## src/rtl/spi_cfg_slave_bridge.sv

```systemverilog
`timescale 1ns/1ps
`default_nettype none
// ============================================================================
// Module  : spi_cfg_slave_bridge
// Brief   : Oversampled SPI slave with register file and committed-write
//           config stream (one-entry holding register, sticky overflow).
// Rev     : 1.0
// ============================================================================
module spi_cfg_slave_bridge #(
    parameter int ADDR_W   = 7,
    parameter int DATA_W   = 8,
    parameter int NUM_REGS = 16,
    parameter int CPOL     = 0,
    parameter int CPHA     = 0
) (
    input  logic                         sys_clk_i,
    input  logic                         sys_rst_i,
    input  logic                         spi_csb_i,
    input  logic                         spi_sclk_i,
    input  logic                         spi_mosi_i,
    output logic                         spi_miso_o,
    output logic                         spi_miso_oe_o,
    output logic [NUM_REGS*DATA_W-1:0]   regs_o,
    output logic                         cfg_valid_o,
    input  logic                         cfg_ready_i,
    output logic [ADDR_W-1:0]            cfg_addr_o,
    output logic [DATA_W-1:0]            cfg_data_o,
    output logic                         frame_err_o
);

    localparam int c_cmd_w = 1 + ADDR_W;
    localparam int c_rx_w  = (c_cmd_w > DATA_W) ? c_cmd_w : DATA_W;
    localparam int c_cnt_w = $clog2(c_rx_w);
    localparam logic [ADDR_W-1:0] c_status   = ADDR_W'(NUM_REGS);
    localparam logic [ADDR_W-1:0] c_last_reg = ADDR_W'(NUM_REGS - 1);
    localparam bit c_sample_rise = (CPOL == CPHA);

    typedef enum logic [1:0] {
        S_IDLE = 2'd0,
        S_CMD  = 2'd1,
        S_DATA = 2'd2
    } state_t;

    // Synchronisers are deliberately not reset so that a frame already in
    // progress when reset releases does not look like a fresh CSB fall.
    logic [1:0] r_csb_s, r_sclk_s, r_mosi_s;
    logic       r_csb_d, r_sclk_d, r_mosi_d;

    always_ff @(posedge sys_clk_i) begin
        r_csb_s  <= {r_csb_s[0], spi_csb_i};
        r_sclk_s <= {r_sclk_s[0], spi_sclk_i};
        r_mosi_s <= {r_mosi_s[0], spi_mosi_i};
        r_csb_d  <= r_csb_s[1];
        r_sclk_d <= r_sclk_s[1];
        r_mosi_d <= r_mosi_s[1];
    end

    logic w_csb_fall, w_csb_rise, w_sample, w_shift;
    assign w_csb_fall = ~r_csb_s[1] &  r_csb_d;
    assign w_csb_rise =  r_csb_s[1] & ~r_csb_d;
    assign w_sample   = c_sample_rise ? (r_sclk_s[1] & ~r_sclk_d) : (~r_sclk_s[1] & r_sclk_d);
    assign w_shift    = c_sample_rise ? (~r_sclk_s[1] & r_sclk_d) : (r_sclk_s[1] & ~r_sclk_d);

    state_t              r_state;
    logic [c_cnt_w-1:0]  r_bit_cnt;
    logic [c_rx_w-2:0]   r_rx;
    logic [DATA_W-1:0]   r_tx;
    logic [ADDR_W-1:0]   r_addr;
    logic                r_write;
    logic                r_miso, r_oe, r_frame_err;
    logic                r_post;
    logic [ADDR_W-1:0]   r_post_addr;
    logic [DATA_W-1:0]   r_post_data;
    logic [DATA_W-1:0]   r_regs [NUM_REGS];
    logic                r_cfg_valid, r_overflow;
    logic [ADDR_W-1:0]   r_cfg_addr;
    logic [DATA_W-1:0]   r_cfg_data;

    logic [c_rx_w-1:0]   w_rx_next;
    logic [DATA_W-1:0]   w_rx_data, w_rd_word;
    logic [ADDR_W-1:0]   w_addr_inc, w_load_addr;
    logic                w_cmd_last, w_data_last, w_word_done, w_stat_clr, w_in_range;

    assign w_rx_next   = {r_rx, r_mosi_d};
    assign w_rx_data   = w_rx_next[DATA_W-1:0];
    assign w_cmd_last  = (r_bit_cnt == c_cnt_w'(c_cmd_w - 1));
    assign w_data_last = (r_bit_cnt == c_cnt_w'(DATA_W - 1));
    assign w_addr_inc  = (r_addr == c_last_reg) ? '0 : r_addr + 1'b1;
    assign w_load_addr = (r_state == S_CMD) ? w_rx_next[ADDR_W-1:0] : w_addr_inc;
    assign w_in_range  = (r_addr < c_status);
    assign w_word_done = (r_state == S_DATA) && w_sample && w_data_last && !w_csb_rise;
    assign w_stat_clr  = w_word_done && !r_write && (r_addr == c_status);

    // Read word for whichever address is about to become current.
    always_comb begin
        w_rd_word = '0;
        for (int k = 0; k < NUM_REGS; k++) begin
            if (w_load_addr == ADDR_W'(k)) w_rd_word = r_regs[k];
        end
        if (w_load_addr == c_status) w_rd_word = {{(DATA_W-1){1'b0}}, r_overflow};
    end

    always_ff @(posedge sys_clk_i) begin
        r_frame_err <= 1'b0;
        r_post      <= 1'b0;
        if (sys_rst_i) begin
            r_state     <= S_IDLE;
            r_bit_cnt   <= '0;
            r_rx        <= '0;
            r_tx        <= '0;
            r_addr      <= '0;
            r_write     <= 1'b0;
            r_miso      <= 1'b0;
            r_oe        <= 1'b0;
            r_post_addr <= '0;
            r_post_data <= '0;
            for (int k = 0; k < NUM_REGS; k++) r_regs[k] <= '0;
        end else if (w_csb_rise) begin
            r_frame_err <= (r_state != S_IDLE) && (r_bit_cnt != '0);
            r_state     <= S_IDLE;
            r_bit_cnt   <= '0;
            r_miso      <= 1'b0;
            r_oe        <= 1'b0;
        end else begin
            case (r_state)
                S_IDLE: begin
                    if (w_csb_fall) begin
                        r_state   <= S_CMD;
                        r_bit_cnt <= '0;
                        r_miso    <= 1'b0;
                        r_oe      <= 1'b1;
                    end
                end
                S_CMD: begin
                    if (w_sample) begin
                        r_rx <= w_rx_next[c_rx_w-2:0];
                        if (w_cmd_last) begin
                            r_bit_cnt <= '0;
                            r_write   <= w_rx_next[c_cmd_w-1];
                            r_addr    <= w_rx_next[ADDR_W-1:0];
                            r_tx      <= w_rd_word;
                            r_state   <= S_DATA;
                        end else begin
                            r_bit_cnt <= r_bit_cnt + 1'b1;
                        end
                    end else if (w_shift) begin
                        r_miso <= 1'b0;
                    end
                end
                S_DATA: begin
                    if (w_sample) begin
                        r_rx <= w_rx_next[c_rx_w-2:0];
                        if (w_data_last) begin
                            r_bit_cnt <= '0;
                            if (r_write) begin
                                for (int k = 0; k < NUM_REGS; k++) begin
                                    if (r_addr == ADDR_W'(k)) r_regs[k] <= w_rx_data;
                                end
                                r_post      <= w_in_range;
                                r_post_addr <= r_addr;
                                r_post_data <= w_rx_data;
                            end
                            r_addr <= w_addr_inc;
                            r_tx   <= w_rd_word;
                        end else begin
                            r_bit_cnt <= r_bit_cnt + 1'b1;
                        end
                    end else if (w_shift) begin
                        r_miso <= r_tx[DATA_W-1];
                        r_tx   <= {r_tx[DATA_W-2:0], 1'b0};
                    end
                end
                default: r_state <= S_IDLE;
            endcase
        end
    end

    // A newer post always wins the holding register; losing an unaccepted
    // entry is what the sticky overflow flag records.
    always_ff @(posedge sys_clk_i) begin
        if (sys_rst_i) begin
            r_cfg_valid <= 1'b0;
            r_cfg_addr  <= '0;
            r_cfg_data  <= '0;
            r_overflow  <= 1'b0;
        end else begin
            if (w_stat_clr) r_overflow <= 1'b0;
            if (r_post) begin
                if (r_cfg_valid && !cfg_ready_i) r_overflow <= 1'b1;
                r_cfg_valid <= 1'b1;
                r_cfg_addr  <= r_post_addr;
                r_cfg_data  <= r_post_data;
            end else if (r_cfg_valid && cfg_ready_i) begin
                r_cfg_valid <= 1'b0;
            end
        end
    end

    for (genvar g = 0; g < NUM_REGS; g++) begin : g_regs
        assign regs_o[g*DATA_W +: DATA_W] = r_regs[g];
    end

    assign spi_miso_o    = r_miso;
    assign spi_miso_oe_o = r_oe;
    assign cfg_valid_o   = r_cfg_valid;
    assign cfg_addr_o    = r_cfg_addr;
    assign cfg_data_o    = r_cfg_data;
    assign frame_err_o   = r_frame_err;

endmodule
`default_nettype wire

```

## config.mk

```make
export PLATFORM = sky130hd
export DESIGN_NAME = spi_cfg_slave_bridge
export DESIGN_NICKNAME = d
export VERILOG_FILES = /design/src/rtl/spi_cfg_slave_bridge.sv
export SDC_FILE = /design/constraint.sdc
export NUM_CORES = 1
export LEC_CHECK = 0
export ABC_AREA = 1
export CAP_MARGIN = 20
export CORE_MARGIN = 5
export CORE_UTILIZATION = 49
export DETAILED_ROUTE_END_ITERATION = 12
export GPL_TIMING_DRIVEN = 0
export HOLD_SLACK_MARGIN = 0.06
export PLACE_DENSITY = 0.75
export SLEW_MARGIN = 20
export SYNTH_ARGS = -nofsm -noshare
export SYNTH_HDL_FRONTEND = slang
export SYNTH_SLANG_ARGS = --single-unit
```

## constraint.sdc

```tcl
create_clock -name sys_clk_i -period 3.6 [get_ports sys_clk_i]
set_input_delay 0.54 -clock sys_clk_i [delete_from_list [all_inputs] [get_ports sys_clk_i]]
set_output_delay 0.54 -clock sys_clk_i [all_outputs]
set_load 0.01 [all_outputs]
```

# After elaboration in Yosys (flattened, before gate mapping)
# Memories as Yosys holds them, arrays and structs flattened.
# Index checks and enable logic that the tools add are counted.
# totals
register_bits	73
latchBits	0
ram_bits	128
mem_bits_ro	0
in_bits	6
output_inout_bits	147
word_cells	328
mem_count	1
# memory_table
memory	words	width	read_ports	rd_clocked_by_memory_dff	wr	line_no	rtl
r_regs	16	8	16	0	16	74	logic [DATA_W-1:0] r_regs [NUM_REGS];
# classes
n_addsub	2
multipliers	0
n_div	0
n_lt_le_gt_ge	1
eq_ne	46
n_shift	0
muxes	194
bitwise_logic	29
n_reduce_logical	33
# ops
cell	count
$mux 8	37
$mux 1	140
$eq 7x4->1 const B	16
$eq 7x3->1 const B	8
$mux 7	6
$eq 7x2->1 const B	4
$ne 2x2->1 const B	9
$or 1x1->1	16
$pmux 8 s2	1
$eq 7x1->1 const B	2
$eq 7x5->1 const B	2
$logic_not 7->1	2
$pmux 7 s2	1
$reduce_and 4->1	3
$reduce_and 6->1	2
$mux 3	3
$not 1->1	9
$logic_and 1x1->1	8
$reduce_bool 2->1	4
$add 7x1->7 const B	1
$lt 7x5->1 const B	1
$mux 2	3
$pmux 2 s3	1
$pmux 3 s2	1
16 further kinds	25

# Logic depth before layout (Yosys ltp)
# Gate-level depths: netlist of run 1.
# logic_depth
ltp_word	24
ltp_mapped	25

# Least setup slack after synthesis of run 1
# OpenSTA, ideal clock, no wires.
# synth_path
path_type	register to register
startpoint	reg r_bit_cnt[0]
endpoint	mem r_regs[13][0] (netlist: r_regs[1][40]) (enable)
setup_time_ns	0.384
arrival_ns	2.296
required_time_ns	3.216
setup_slack_ns	0.920
path_stages_with_launch	10
path_buffers	1
cell_sequence	dfxtp_1 > ha_1 > ha_1 > clkbuf_1 > nand2_1 > nor2_1 > nand3_1 > nor2_1 > nand3_1 > o21ai_0
# synth_rtl
item	line_no	rtl
start, declared	65	logic [c_cnt_w-1:0] r_bit_cnt;
start signal, assigned	144	r_bit_cnt <= r_bit_cnt + 1'b1;
start signal, assigned	166	r_bit_cnt <= r_bit_cnt + 1'b1;
end, declared	74	

# Worst setup path after layout of run 1
# layout_path
startpoint	reg r_addr[0]
endpoint	reg r_tx[1]
# layout_between
elab_chain_cells	24
word_cells_on_any_way	42
cone_classes	1 x add/sub; 17 x eq/ne; 23 x mux; 1 x reduce/logical
# layout_lines
item	line_no	rtl
start, declared	68	logic [ADDR_W-1:0] r_addr;
start signal, assigned	140	r_addr <= w_rx_next[ADDR_W-1:0];
start signal, assigned	163	r_addr <= w_addr_inc;
$add 7x1->7 / $eq 7x4->1 (equally long branches)	88	assign w_addr_inc = (r_addr == c_last_reg) ? '0 : r_addr + 1'b1;
$mux 7 *	88	
$mux 7 *	89	assign w_load_addr = (r_state == S_CMD) ? w_rx_next[ADDR_W-1:0] : w_addr_inc;
$logic_not 7->1	98	if (w_load_addr == ADDR_W'(k)) w_rd_word = r_regs[k];
$mux 8 (16 in series)	98	
$mux 8 *	100	if (w_load_addr == c_status) w_rd_word = {{(DATA_W-1){1'b0}}, r_overflow};
$mux 8 *	137, 153	
$mux 8 (on tied branches)	151, 135	
$pmux 8 s2 *	125	case (r_state)
end signal, assigned	141	r_tx <= w_rd_word;
end signal, assigned	164	r_tx <= w_rd_word;
end signal, assigned	170	r_tx <= {r_tx[DATA_W-2:0], 1'b0};
end, declared	67	logic [DATA_W-1:0] r_tx;
# Every way passes the cells marked *; elsewhere a longest branch is shown, timed or not. The select of a mux whose other input is x is not followed.
# A chain may end at the register's enable or synchronous reset.

==> results.py, run 1 <==
metrics = {
    "power": {
        "p_clk_share_pct": 26.1,
        "p_int_mw": 4.85,
        "p_seq_share_pct": 34.3,
        "leakage_nw": 4.39,
        "p_sw_mw": 3.19,
        "comb_power_share_pct": 39.6,
        "swShare_pct": 39.7,
        "powerDensity_nw_per_um2": 704,
        "ir_drop_v": 0.000417,
    },
    "logic_synthesis": {
        "netlist_area_um2": 8940,
        "yosysSeqAreaShare_pct": 59.4,
        "ys_types": 43,
        "synth_ff_type": "edfxtp_1",
        "synthesis.instances": 967,
        "syn_area_per_cell_um2": 9.24,
        "synth-edff-count": 128,
        "synth_nets": 986,
        "synth-seq-cells": 201,
        "synth_top_cell_area_share_pct": 43.0,
        "synth_common_cells": "nor2_1, nand2_1, edfxtp_1",
        "async_reset_ff_share_pct": 0,
        "yosysWarnings": 0,
        "synthTopCellsByArea": "edfxtp_1, dfxtp_1, nor2_1",
        "synth.most_common_cell": "nor2_1",
        "yosysTopAreaCell": "edfxtp_1",
    },
    "clock_network": {
        "cts_setup_buffers": 0,
        "tritoncts": "yes",
        "cts.sinks": 201,
        "hold_buffers": 0,
        "clockRootBuffer": "clkbuf_16",
        "htree_levels": 1,
        "cts.clk_slew.worst_paths_ns": 0.07,
        "insertion_delay_ns": 0.50,
        "post_cts_resized": 0,
        "numCtsBuffers": 20,
        "clk_path_buf_depth": 3,
    },
    "routing": {
        "drc": 0,
        "drt_first_pass_iters": 5,
        "ant_nets": 0,
        "drt_iter0_drc": 740,
        "via_per_inst": 5.49,
        "wire_per_inst_um": 18.2,
        "num_vias": 7598,
        "wl_um": 25200,
    },
    "floorplanning": {
        "die_x_um": 145,
        "die_area_um2": 21000,
        "start_util_pct": 49.7,
        "row_count": 49,
        "die_h_um": 145,
        "pin_count": 153,
        "core_area_um2": 18000,
    },
    "finish": {
        "stdcell_count": 1385,
        "utilization_pct": 63.5,
        "final_area_um2": 11400,
        "nets": 1161,
        "insertedDiodeCount": 0,
        "syn2layout_area_growth_pct": 27.6,
        "drive_gt1_share_pct": 7.09,
    },
    "global_route": {
        "grt_usage_pct": 22.7,
        "gr-total-overflow": 0,
        "antenna_found_initial": 0,
        "grt_pass1_vias": 7117,
        "grt_pass1_wl_um": 38800,
        "grt_max_degree": 16,
    },
    "timing": {
        "worst_pin_slew_ns": 0.790,
        "finalSetupTns_ns": 0,
        "slew_violations": 0,
        "finalHoldViolations": 0,
        "fin_ws_ns": 0.232,
        "finalCriticalPeriod_ns": 3.37,
        "slew_headroom_pct": 47.1,
        "clock_skew_ns": 0.0167,
        "setup_viol": 0,
        "clock.fmax_mhz": 297,
        "rsz0062_at_grt": "no",
        "finalCritPeriodShare_pct": 93.6,
    },
    "worst_setup_path": {
        "cp.arrival_ns": 3.76,
        "slowest_delay_ns": 0.49,
        "worstSetupPathType": "reg2reg",
        "critPathLaunchType": "register",
        "cp_max_fo": 7,
        "endpoint_kind": "register",
        "worstPathCellList": "inv_1, ha_1, o21ai_1, inv_1, nand3_1, nor2_1, nand2_2, nor2_1, nor2_1, nand4_1, nor2_1, nand4_1, nor2_1, nand4_1, nand2_1, nand2_1, nand2_1, a21oi_1",
        "cp.required_ns": 3.99,
        "slowest_stage": "dfxtp_1",
        "crit_top_cell": "nor2_1",
    },
    "placed_design": {
        "dp.cells": 1349,
        "dpl-instance-area_um2": 10700,
        "globalplace.congestion": 0.906,
        "portBuffers": 151,
        "place_ws_ns": 0.0664,
        "dp_hpwl_um": 18400,
    },
    "status": {
        "run_status": "finished, final reports clean",
    },
    "job": {
        "drv_cap": 0,
    },
    "hold_path": {
        "hold_path.class": "reg2reg",
    },
}
==> critical path: cells and delay by family, from the launching register on <==
family / cells / cell delay (ns)
and+or+nand+nor: 13 / 1.81
DFF: 1 / 0.49
AOI/OAI and AO/OA: 2 / 0.31
adders and majority gates: 1 / 0.36
buffers and inverters: 2 / 0.28
==> path summary, 6_finish.rpt <==
kind,from,endpoint,slack (ns),cells after the start
hold / removal,r_mosi_s[0]$_DFF_P_,r_mosi_s[1]$_DFF_P_,0.33,0
setup / recovery,r_addr[0]$_SDFFE_PP0P_,r_tx[1]$_SDFFE_PP0P_,0.23,18
setup reg to reg,r_addr[0]$_SDFFE_PP0P_,r_tx[1]$_SDFFE_PP0P_,0.23,18
hold reg to reg,r_mosi_s[0]$_DFF_P_,r_mosi_s[1]$_DFF_P_,0.33,0
==> power groups by stage <==
stage	Combinational (mW)	Sequential (mW)	Clock (mW)
6_report	3.18	2.76	2.10
5_1_grt	3.46	2.77	2.21
4_1_cts	3.12	2.75	2.10
3_5_place_dp	3.11	2.80	0
3_3_place_gp	3.08	2.80	0
2_1_floorplan	2.10	2.81	0
==> cell families after synthesis <==
family	share of synthesized area, %
buf+inv	6.78
compound gates	9.10
flops	59.4
fa+ha+maj	1.82
simple gates	22.9
==> layout by cell type (no fill, tap or decap), drive strengths merged, types with 2 or more instances in the layout <==
master	netlist	routed
nand4	20	20
clkbuf	16	43
or2	5	5
a21oi	61	61
buf	8	10
nand3	66	66
bufinv	1	3
a31oi	2	2
nor4	3	3
nand2	173	173
clkdlybuf4s50	0	151
o21ai	66	66
dfxtp	73	73
a211oi	9	9
a221oi	5	5
clkinv	11	17
nor3	4	4
edfxtp	128	128
inv	107	107
ha	13	13
nor2	191	191
==> layout make-up <==
cell class | count | area [um^2]
fill | 1429 | 6560
sequential | 201 | 5310
inverter | 119 | 463
buffer | 24 | 143
multi-input combinational | 623 | 3030
clock inverter | 9 | 98.8
tap | 229 | 287
timing repair buffer | 153 | 1530
clock buffer | 27 | 558
==> through the flow <==
| stage | power (mW) | hold slack [ns] |
|---|---|---|
| global placement | 5.87 | 0.312 |
| floorplan | 4.91 | 0.310 |
| finish | 8.03 | 0.328 |
| CTS | 7.98 | 0.332 |
| global route | 8.44 | 0.340 |
| detailed placement | 5.91 | 0.318 |
==> sequential cells by signal, indices dropped and copies added, names as in the netlist, 2 cells and up <==
register	count
r_state	2
cfg_addr_o	7
r_regs	128
r_tx	8
r_sclk_s	2
r_mosi_s	2
r_rx	7
r_csb_s	2
r_post_data	8
r_addr	7
r_bit_cnt	3
cfg_data_o	8
r_post_addr	7
==> metal layers <==
layer	GRT usage, %	part of all wire, %	up-vias	wire [um]
met5	0	0	-	0
met1	31.1	41	3549	10300
met3	3.99	9.1	59	2290
met2	36.9	47	424	11800
met4	7.44	3.0	0	751
li1	-	-	3566	-
No activity file was read; power rests on OpenSTA's default activity.
==> inputs of run 2 (changes only) <==
--- a/config.mk
+++ b/config.mk
@@ -12,7 +12,7 @@
 export DETAILED_ROUTE_END_ITERATION = 12
 export GPL_TIMING_DRIVEN = 0
 export HOLD_SLACK_MARGIN = 0.06
-export PLACE_DENSITY = 0.75
+export PLACE_DENSITY = 0.82
 export SLEW_MARGIN = 20
 export SYNTH_ARGS = -nofsm -noshare
 export SYNTH_HDL_FRONTEND = slang
==> run 2 against run 1 <==
  * Flip-flop and latch count is the same
  * Setup slack worse by 0.024 ns
  * Critical path depth is 4 higher
  * Via count is 0.24% lower
  * Maximum frequency shrank 0.71%
  * Critical path type unchanged
  * Critical endpoint is now r_tx[4]$_SDFFE_PP0P_
  * Highest routed layer unchanged
==> results.py, run 2 (same netlist as run 1, synthesis figures left out) <==
metrics = {
    "status": {
        "run_status": "finished, final reports clean",
    },
    "floorplanning": {
        "pin_count": 153,
        "row_count": 49,
        "die_h_um": 145,
        "die_x_um": 145,
        "start_util_pct": 49.7,
        "core_area_um2": 18000,
        "die_area_um2": 21000,
    },
    "finish": {
        "nets": 1160,
        "final_cell_mix": "nor2_1, nand2_1, clkdlybuf4s50_1",
        "utilization_pct": 63.6,
        "stdcell_count": 1384,
        "final_area_um2": 11400,
        "fill_cells": 1388,
        "insertedDiodeCount": 0,
        "layout_commonest_cell": "nor2_1",
        "syn2layout_area_growth_pct": 27.8,
        "seqCellArea_um2": 5310,
        "top_register": "r_regs",
        "multiInputGateArea_um2": 3040,
        "largest_register_ffs": 128,
        "drive_gt1_share_pct": 7.19,
    },
    "timing": {
        "finalCriticalPeriod_ns": 3.39,
        "slew_headroom_pct": 46.7,
        "fin_ws_ns": 0.208,
        "finalSetupTns_ns": 0,
        "worst_pin_slew_ns": 0.796,
        "hold_ws_ns": 0.327,
        "rsz0062_at_grt": "no",
        "slew_violations": 0,
        "clock.fmax_mhz": 295,
        "setup_viol": 0,
        "finalHoldViolations": 0,
        "clock_skew_ns": 0.0101,
        "finalCritPeriodShare_pct": 94.2,
    },
    "placed_design": {
        "dp.cells": 1348,
        "dp_hpwl_um": 18300,
        "dpl-instance-area_um2": 10700,
        "globalplace.congestion": 0.949,
        "portBuffers": 151,
        "place_ws_ns": 0.162,
    },
    "worst_setup_path": {
        "r2r_cells": 22,
        "cp_max_fo": 10,
        "slowest_stage": "dfxtp_1",
        "worstReg2RegEnd": "r_tx[4]$_SDFFE_PP0P_",
        "worstSetupPathType": "reg2reg",
        "endpoint_kind": "register",
        "slowest_delay_ns": 0.46,
        "critPathLaunchType": "register",
        "worstPathCellList": "ha_1, nand2_2, nor2_2, nand3_1, nand3_1, nand2_1, nand2_2, nor2_8, buf_6, buf_6, nand3_1, nand3_1, nor2_1, nand4_1, nor2_1, nand4_1, nor2_1, nand4_1, nand2_1, nand2_1, nand2_1, a21oi_1",
        "cp.arrival_ns": 3.78,
        "ff2ff_setup_slack_ns": 0.21,
        "crit_buf_inv": 2,
        "r2r-start": "r_addr[0]$_SDFFE_PP0P_",
        "cp.required_ns": 3.98,
        "crit_family": "simple AND/OR/NAND/NOR gates",
    },
    "routing": {
        "ant_nets": 0,
        "wl_um": 24900,
        "drt_first_pass_iters": 7,
        "via_per_inst": 5.48,
        "drt_iter0_drc": 841,
        "wire_per_inst_um": 18.0,
        "drc": 0,
        "num_vias": 7580,
    },
    "hold_path": {
        "hold_path.class": "reg2reg",
        "hold_end": "r_csb_s[1]$_DFF_P_",
        "whs_path_depth": 0,
        "hp-start": "r_csb_s[0]$_DFF_P_",
    },
    "clock_network": {
        "clk_path_buf_depth": 3,
        "insertion_delay_ns": 0.49,
        "clockRootBuffer": "clkbuf_16",
        "cts_setup_buffers": 0,
        "post_cts_resized": 0,
        "cts.clk_slew.worst_paths_ns": 0.06,
        "tritoncts": "yes",
        "hold_buffers": 0,
        "cts.sinks": 201,
        "htree_levels": 1,
        "numCtsBuffers": 20,
    },
    "power": {
        "leakage_nw": 4.39,
        "powerDensity_nw_per_um2": 703,
        "p_total_mw": 8.03,
        "p_int_mw": 4.89,
        "ir_drop_v": 0.000423,
        "p_clk_share_pct": 26.4,
        "p_seq_share_pct": 34.3,
        "p_sw_mw": 3.14,
        "swShare_pct": 39.1,
        "comb_power_share_pct": 39.3,
    },
    "global_route": {
        "gr-total-overflow": 0,
        "grt_max_degree": 16,
        "antenna_found_initial": 0,
        "grt_usage_pct": 22.4,
        "grt_pass1_vias": 7173,
        "grt_pass1_wl_um": 38000,
    },
    "job": {
        "drv_cap": 0,
    },
}
[run 2: worst register-to-register path: stages, from the launching register on]
cell	delay, ns
dfxtp_1	0.46
ha_1	0.33
nand2_2	0.11
nor2_2	0.15
nand3_1	0.12
nand3_1	0.13
nand2_1	0.09
nand2_2	0.12
nor2_8	0.06
buf_6	0.15
buf_6	0.14
nand3_1	0.06
nand3_1	0.07
nor2_1	0.29
nand4_1	0.17
nor2_1	0.16
nand4_1	0.12
nor2_1	0.19
nand4_1	0.13
nand2_1	0.08
nand2_1	0.05
nand2_1	0.05
a21oi_1	0.06
[run 2: power groups by stage]
stage          Combinational, mW  Sequential [mW]  Clock, mW
5_1_grt                     3.43             2.77       2.24
2_1_floorplan               2.10             2.81          0
6_report                    3.15             2.76       2.12
3_5_place_dp                3.07             2.80          0
4_1_cts                     3.09             2.75       2.14
3_3_place_gp                3.02             2.80          0
[run 2: worst max path at each step]
stage,start,endpoint,slack [ns],cells after the start
after floorplan,r_bit_cnt[0]$_SDFFE_PP0P_,r_regs[1][40]$_DFFE_PP_,0.92,9
after global placement,r_bit_cnt[0]$_SDFFE_PP0P_,r_regs[1][43]$_DFFE_PP_,-0.11,9
after detailed placement,r_addr[0]$_SDFFE_PP0P_,r_tx[4]$_SDFFE_PP0P_,0.16,18
after CTS,r_addr[0]$_SDFFE_PP0P_,r_tx[4]$_SDFFE_PP0P_,0.14,18
after global routing,r_bit_cnt[1]$_SDFFE_PP0P_,r_regs[1][41]$_DFFE_PP_,0.04,10
final,r_addr[0]$_SDFFE_PP0P_,r_tx[4]$_SDFFE_PP0P_,0.21,22
[run 2: cell type report]
type | count | share of cell area [%]
clock buffer | 26 | 4.77
inverter | 119 | 4.05
timing repair buffer | 152 | 13.3
buffer | 24 | 1.25
sequential | 201 | 46.4
multi-input combinational | 623 | 26.6
clock inverter | 10 | 1.08
tap | 229 | 2.51
[run 2: per-layer routing]
metal / vias to the layer above / wire length (um) / GRT usage (%)
li1: 3574 / - / -
met4: 0 / 1010 / 10.2
met3: 73 / 2410 / 3.80
met5: - / 0 / 0
met2: 416 / 11500 / 35.6
met1: 3517 / 9880 / 30.1
